<file path="src/rtl/conv_window_buffer_pkg.sv">
// Shared defaults and window indexing for the convolution datapath
// (window buffer, multiplier, adder tree).
package conv_window_buffer_pkg;

    localparam int DEF_KERNEL_SIZE  = 5;
    localparam int DEF_DATA_WIDTH   = 16;
    localparam int DEF_IMAGE_WIDTH  = 28;
    localparam int DEF_IMAGE_HEIGHT = 28;

    // Flat element index of window position (r, c); r=0 is the oldest row.
    function automatic int win_idx(input int r, input int c, input int k);
        return r * k + c;
    endfunction

endpackage

</file>
<file path="src/rtl/conv_window_buffer_line_buffer.sv">
// One image row of delay: dout is the pixel written DEPTH accepted pixels ago.
module conv_window_buffer_line_buffer #(
    parameter int DEPTH      = 28,
    parameter int DATA_WIDTH = 16
) (
    input  logic                  clk,
    input  logic                  rst_n,
    input  logic                  shift_en,
    input  logic [DATA_WIDTH-1:0] din,
    output logic [DATA_WIDTH-1:0] dout
);

    localparam int PW = (DEPTH > 1) ? $clog2(DEPTH) : 1;
    localparam logic [PW-1:0] PTR_LAST = PW'(DEPTH - 1);

    logic [DATA_WIDTH-1:0] mem [DEPTH];
    logic [PW-1:0]         ptr;

    // Read-before-write at the same slot turns a circular RAM into a fixed delay.
    assign dout = mem[ptr];

    always_ff @(posedge clk) begin
        if (!rst_n) begin
            ptr <= '0;
        end else if (shift_en) begin
            ptr <= (ptr == PTR_LAST) ? '0 : ptr + 1'b1;
        end
    end

    // NOTE: the RAM has no reset; stale rows are gated out by the window-valid
    // row check, so resetting it would only cost a clear sequence.
    always_ff @(posedge clk) begin
        if (shift_en) begin
            mem[ptr] <= din;
        end
    end

endmodule

</file>
<file path="src/rtl/conv_window_buffer.sv">
// Raster-order pixel stream to KxK sliding window with a one-cycle valid
// strobe; K-1 chained line buffers feed the new column of the shift window.
module conv_window_buffer
    import conv_window_buffer_pkg::*;
#(
    parameter int KERNEL_SIZE  = DEF_KERNEL_SIZE,
    parameter int DATA_WIDTH   = DEF_DATA_WIDTH,
    parameter int IMAGE_WIDTH  = DEF_IMAGE_WIDTH,
    parameter int IMAGE_HEIGHT = DEF_IMAGE_HEIGHT
) (
    input  logic                                          clk,
    input  logic                                          rst_n,
    input  logic [DATA_WIDTH-1:0]                         pixel_in,
    input  logic                                          pixel_valid,
    output logic [KERNEL_SIZE*KERNEL_SIZE*DATA_WIDTH-1:0] window_out,
    output logic                                          window_valid,
    output logic [$clog2(IMAGE_HEIGHT)-1:0]               out_row,
    output logic [$clog2(IMAGE_WIDTH)-1:0]                out_col,
    output logic                                          frame_done
);

    localparam int K  = KERNEL_SIZE;
    localparam int RW = $clog2(IMAGE_HEIGHT);
    localparam int CW = $clog2(IMAGE_WIDTH);
    localparam logic [RW-1:0] ROW_LAST = RW'(IMAGE_HEIGHT - 1);
    localparam logic [CW-1:0] COL_LAST = CW'(IMAGE_WIDTH - 1);
    localparam logic [RW-1:0] ROW_WIN  = RW'(K - 1);
    localparam logic [CW-1:0] COL_WIN  = CW'(K - 1);

    logic [RW-1:0] row;
    logic [CW-1:0] col;

    // tap[i] is the pixel at the current column, i rows above the incoming one.
    logic [K-1:0][DATA_WIDTH-1:0] tap;
    logic [DATA_WIDTH-1:0]        win [K][K];

    assign tap[0] = pixel_in;

    generate
        for (genvar i = 0; i < K - 1; i++) begin : g_lb
            conv_window_buffer_line_buffer #(
                .DEPTH      (IMAGE_WIDTH),
                .DATA_WIDTH (DATA_WIDTH)
            ) u_lb (
                .clk      (clk),
                .rst_n    (rst_n),
                .shift_en (pixel_valid),
                .din      (tap[i]),
                .dout     (tap[i+1])
            );
        end
    endgenerate

    // NOTE: all state here uses non-blocking assignments so the shift reads
    // every element's pre-edge value regardless of loop order.
    always_ff @(posedge clk) begin
        if (!rst_n) begin
            row          <= '0;
            col          <= '0;
            window_valid <= 1'b0;
            frame_done   <= 1'b0;
            out_row      <= '0;
            out_col      <= '0;
            for (int r = 0; r < K; r++) begin
                for (int c = 0; c < K; c++) begin
                    win[r][c] <= '0;
                end
            end
        end else begin
            window_valid <= 1'b0;
            frame_done   <= 1'b0;
            if (pixel_valid) begin
                for (int r = 0; r < K; r++) begin
                    for (int c = 0; c < K - 1; c++) begin
                        win[r][c] <= win[r][c+1];
                    end
                    win[r][K-1] <= tap[K-1-r];
                end
                // Column gating also rejects windows that straddle a row wrap.
                if (row >= ROW_WIN && col >= COL_WIN) begin
                    window_valid <= 1'b1;
                    out_row      <= row - ROW_WIN;
                    out_col      <= col - COL_WIN;
                end
                if (col == COL_LAST) begin
                    col <= '0;
                    if (row == ROW_LAST) begin
                        row        <= '0;
                        frame_done <= 1'b1;
                    end else begin
                        row <= row + 1'b1;
                    end
                end else begin
                    col <= col + 1'b1;
                end
            end
        end
    end

    // NOTE: defaulting the whole vector first keeps this block latch-free.
    always_comb begin
        window_out = '0;
        for (int r = 0; r < K; r++) begin
            for (int c = 0; c < K; c++) begin
                window_out[win_idx(r, c, K)*DATA_WIDTH +: DATA_WIDTH] = win[r][c];
            end
        end
    end

endmodule

</file>
<file path="config.mk">
export PLATFORM = sky130hd
export DESIGN_NAME = conv_window_buffer
export DESIGN_NICKNAME = d
export VERILOG_FILES = /design/src/rtl/conv_window_buffer_pkg.sv /design/src/rtl/conv_window_buffer_line_buffer.sv /design/src/rtl/conv_window_buffer.sv
export SDC_FILE = /design/constraint.sdc
export NUM_CORES = 2
export LEC_CHECK = 0
export CAP_MARGIN = 20
export CORE_MARGIN = 5
export CORE_UTILIZATION = 30
export CTS_CLUSTER_SIZE = 24
export DETAILED_ROUTE_END_ITERATION = 10
export SYNTH_ARGS = -nofsm -noshare
export SYNTH_HDL_FRONTEND = slang
export SYNTH_SLANG_ARGS = --single-unit
</file>
<file path="constraint.sdc">
create_clock -name clk -period 13.9 [get_ports clk]
set_input_delay 2.085 -clock clk [delete_from_list [all_inputs] [get_ports clk]]
set_output_delay 2.085 -clock clk [all_outputs]
set_load 0.02 [all_outputs]
</file>
==> metrics.csv <==
metric;value;unit
grt_first_pass_wirelength;313;mm
stdcell_area;104000;um2
die-area;301000;um2
critPathBufInv;5;
drv_cap;0;
place_congestion;0.823;
grt_setup_unrepaired;no;
setup.worst_path.start;pixel_valid;
yosys_warnings;0;
path_clk_slew;0.06;ns
h-tree-depth;4;
ys_ff_latch;2254;
wl_met2;107;mm
endpoint_kind;register;
grt_pass1_vias;44600;
async_reset_ff_frac;0;
r2r_slack;9.66;ns
overflow;0;
synth_edf_count;2192;
ys_types;47;
routed.top_layer;met5;
post-cts-setup-buffer-count;0;
crit_end;win[0][393];
n_fill_cell;26600;
cp_slowest_stage_delay;0.88;ns
syn_nets;4671;
drive_gt1_frac;0.139;
synth-seq-area-share;0.770;
grtUsageTotal;0.138;
syn_area;87100;um2
finalSetupViolCount;0;
multi_input_area;18600;um2
finalCritPeriodShare;0.350;
cts.sinks;2254;
routed_wl;218;mm
regArea;67100;um2
ant_nets;0;
rows;197;
vdd_drop_max;0.000110;V
cts_tree;done;
crit_top_cell;buf_4;
grt_antenna_before_repair;10;
relSlewSlack;0.141;
hold_path_depth;1;
synthCells;4620;
core_area;289000;um2
grt_max_degree;130;
dpl_cell_area;95800;um2
skew;0.107;ns
path_max_fanout;126;
crit_arrival;5.30;ns
postLayoutSetupSlackWorst;9.03;ns
tns;0;ns
crit_slowest_cell;buf_4;
worstSetupStartpointType;input pin;
drt-initial-drc-count;4127;
die_w;549;um
min_path_type;register to register;
r2r-end;win[0][0];
cts_resized;0;
ys.flop_type;edfxtp_1;
dr.pass1.iters;5;
drt-met1-wl;90.6;mm
fin_nets;5168;
post-dp-hpwl;137;mm
r2r_cells;6;
cts_hold_buf;0;
path_delay_family;buffers and inverters;
synth.avg_cell_area;18.9;um2
syn_to_final_growth;18.9;%
cts_root_buf;clkbuf_16;
p_per_area;146;nW/um2
slew_viol_final;0;
die-height;549;um
path_class;input pin to register;
ios;431;
dr_total_vias;44400;
fin_crit;4.87;ns
p_leak;33.8;nW
cts_buffers;233;
wl_per_cell;23.7;um
place_ws;8.14;ns
hold_viol;0;
final_util;0.359;
io_buffers;430;
dr_wl_met3;13.8;mm
worstMarginPinSlew;1.27;ns
path_depth;6;
clk_latency;0.91;ns
path_cells;buf_8, nor2b_1, buf_4, inv_8, buf_4, buf_4;
drcViolationCount;0;
clock.fmax;205;MHz
status;finished, final reports clean;
cts.path.max_buffers;4;
cp_data_required_time;14.33;ns
start_util;0.302;
avgViaCountPerCell;4.83;
cell usage in the layout (no fill, tap or decap), types with 32 or more instances in the layout:
master,count
clkinv_2,54
edfxtp_1,2192
clkbuf_1,45
nand2_1,77
clkdlybuf4s50_1,428
buf_4,105
clkinv_1,38
nand3_1,98
nand2b_1,58
a22oi_1,132
ha_1,32
clkbuf_16,234
mux2i_1,479
and2_1,156
nor2_1,56
and3_1,360
mux4_2,229
dfxtp_1,49
a21oi_1,52
o22ai_1,89
Yosys cell counts (3+ instances only):
master	n	area, um2
a21boi_0	4	30.0
dfxtp_1	62	1240
mux2i_1	479	4790
a22oi_1	132	991
inv_1	18	67.6
and3_1	360	2250
a31oi_1	28	175
nor3_1	13	65.1
nand3_1	99	495
nand2b_1	58	363
o22ai_1	89	557
nand4_1	14	87.6
clkbuf_1	150	563
o311ai_0	27	236
a211oi_1	6	45.0
buf_1	19	71.3
nand4b_1	3	26.3
nand2_1	78	293
o211a_1	5	50.1
o21a_1	3	22.5
a21oi_1	52	260
buf_6	10	113
xnor2_1	4	35.0
edfxtp_1	2192	65800
mux4_2	229	5160
or3_1	4	25.0
o211ai_1	20	150
buf_2	65	325
ha_1	32	400
or2_2	3	18.8
o21ai_0	22	110
mux2_2	23	259
a221oi_1	6	52.6
xor2_1	10	87.6
and2_1	157	982
a22o_1	10	87.6
nor2_1	56	210
nor2b_1	30	188
buf_4	38	285
through the flow:
stage | std cells | hold slack (ns) | power, mW
2_1_floorplan | 4620 | 0.498 | 8.52
5_1_grt | 9189 | 0.529 | 15.6
3_3_place_gp | 8751 | 0.490 | 9.06
3_5_place_dp | 8753 | 0.490 | 9.09
6_report | 9191 | 0.501 | 15.2
4_1_cts | 9180 | 0.505 | 15.3
how the worst min path moves through the flow:
stage,startpoint,to
detailed placement,out_row[4],out_row[4]
CTS,out_row[4],out_row[4]
global route,out_row[4],out_row[4]
global placement,out_col[3],out_col[3]
finish,out_row[4],out_row[4]
floorplan,row[1],row[1]
area by class of cell:
type	instances	area share
Antenna cell	2	0.0000483
Clock inverter	149	0.0156
Multi-Input combinational cell	2064	0.180
Timing Repair Buffer	546	0.0509
Sequential cell	2254	0.648
Inverter	18	0.000725
Clock buffer	278	0.0579
Tap cell	3880	0.0469
where the power goes:
part	switching [mW]	internal, mW	total [mW]
registers	0.109	7.72	7.83
logic	0.725	0.375	1.10
clock network	2.63	3.59	6.22
total	3.46	11.7	15.2
registers in the layout (all words and copies together), names as in the netlist, named ones only:
signal / count
row: 5
g_lb.u_lb.mem: 1792
frame_done: 1
out_row: 5
col: 5
g_lb.u_lb.ptr: 20
out_col: 5
window_valid: 1
win: 400
per-layer routing:
layer	GRT usage	vias up
met5	0	-
met4	0.0411	4
met3	0.0259	315
met2	0.231	1432
met1	0.184	23100
li1	-	19600
worst reg2reg max path, stage by stage (launching register included):
cell      delay (ns)
dfxtp_4         0.73
buf_4           0.86
buf_4           0.85
mux4_2          0.62
mux2_2          0.28
a211oi_1        0.48
nor3_1          0.12
cell families (layout without fill, tap and decap cells):
family	after synthesis	in the layout	share of synthesized area
DFF	2254	2254	0.770
xor gates and xnor gates	14	14	0.00141
AOI/OAI and AO/OA	409	409	0.0324
buffers and inverters	302	991	0.0168
other	0	2	0
muxes	731	731	0.117
and+or+nand+nor	878	878	0.0578
adders and majority gates	32	32	0.00460
(Power assumes the default switching activity.)
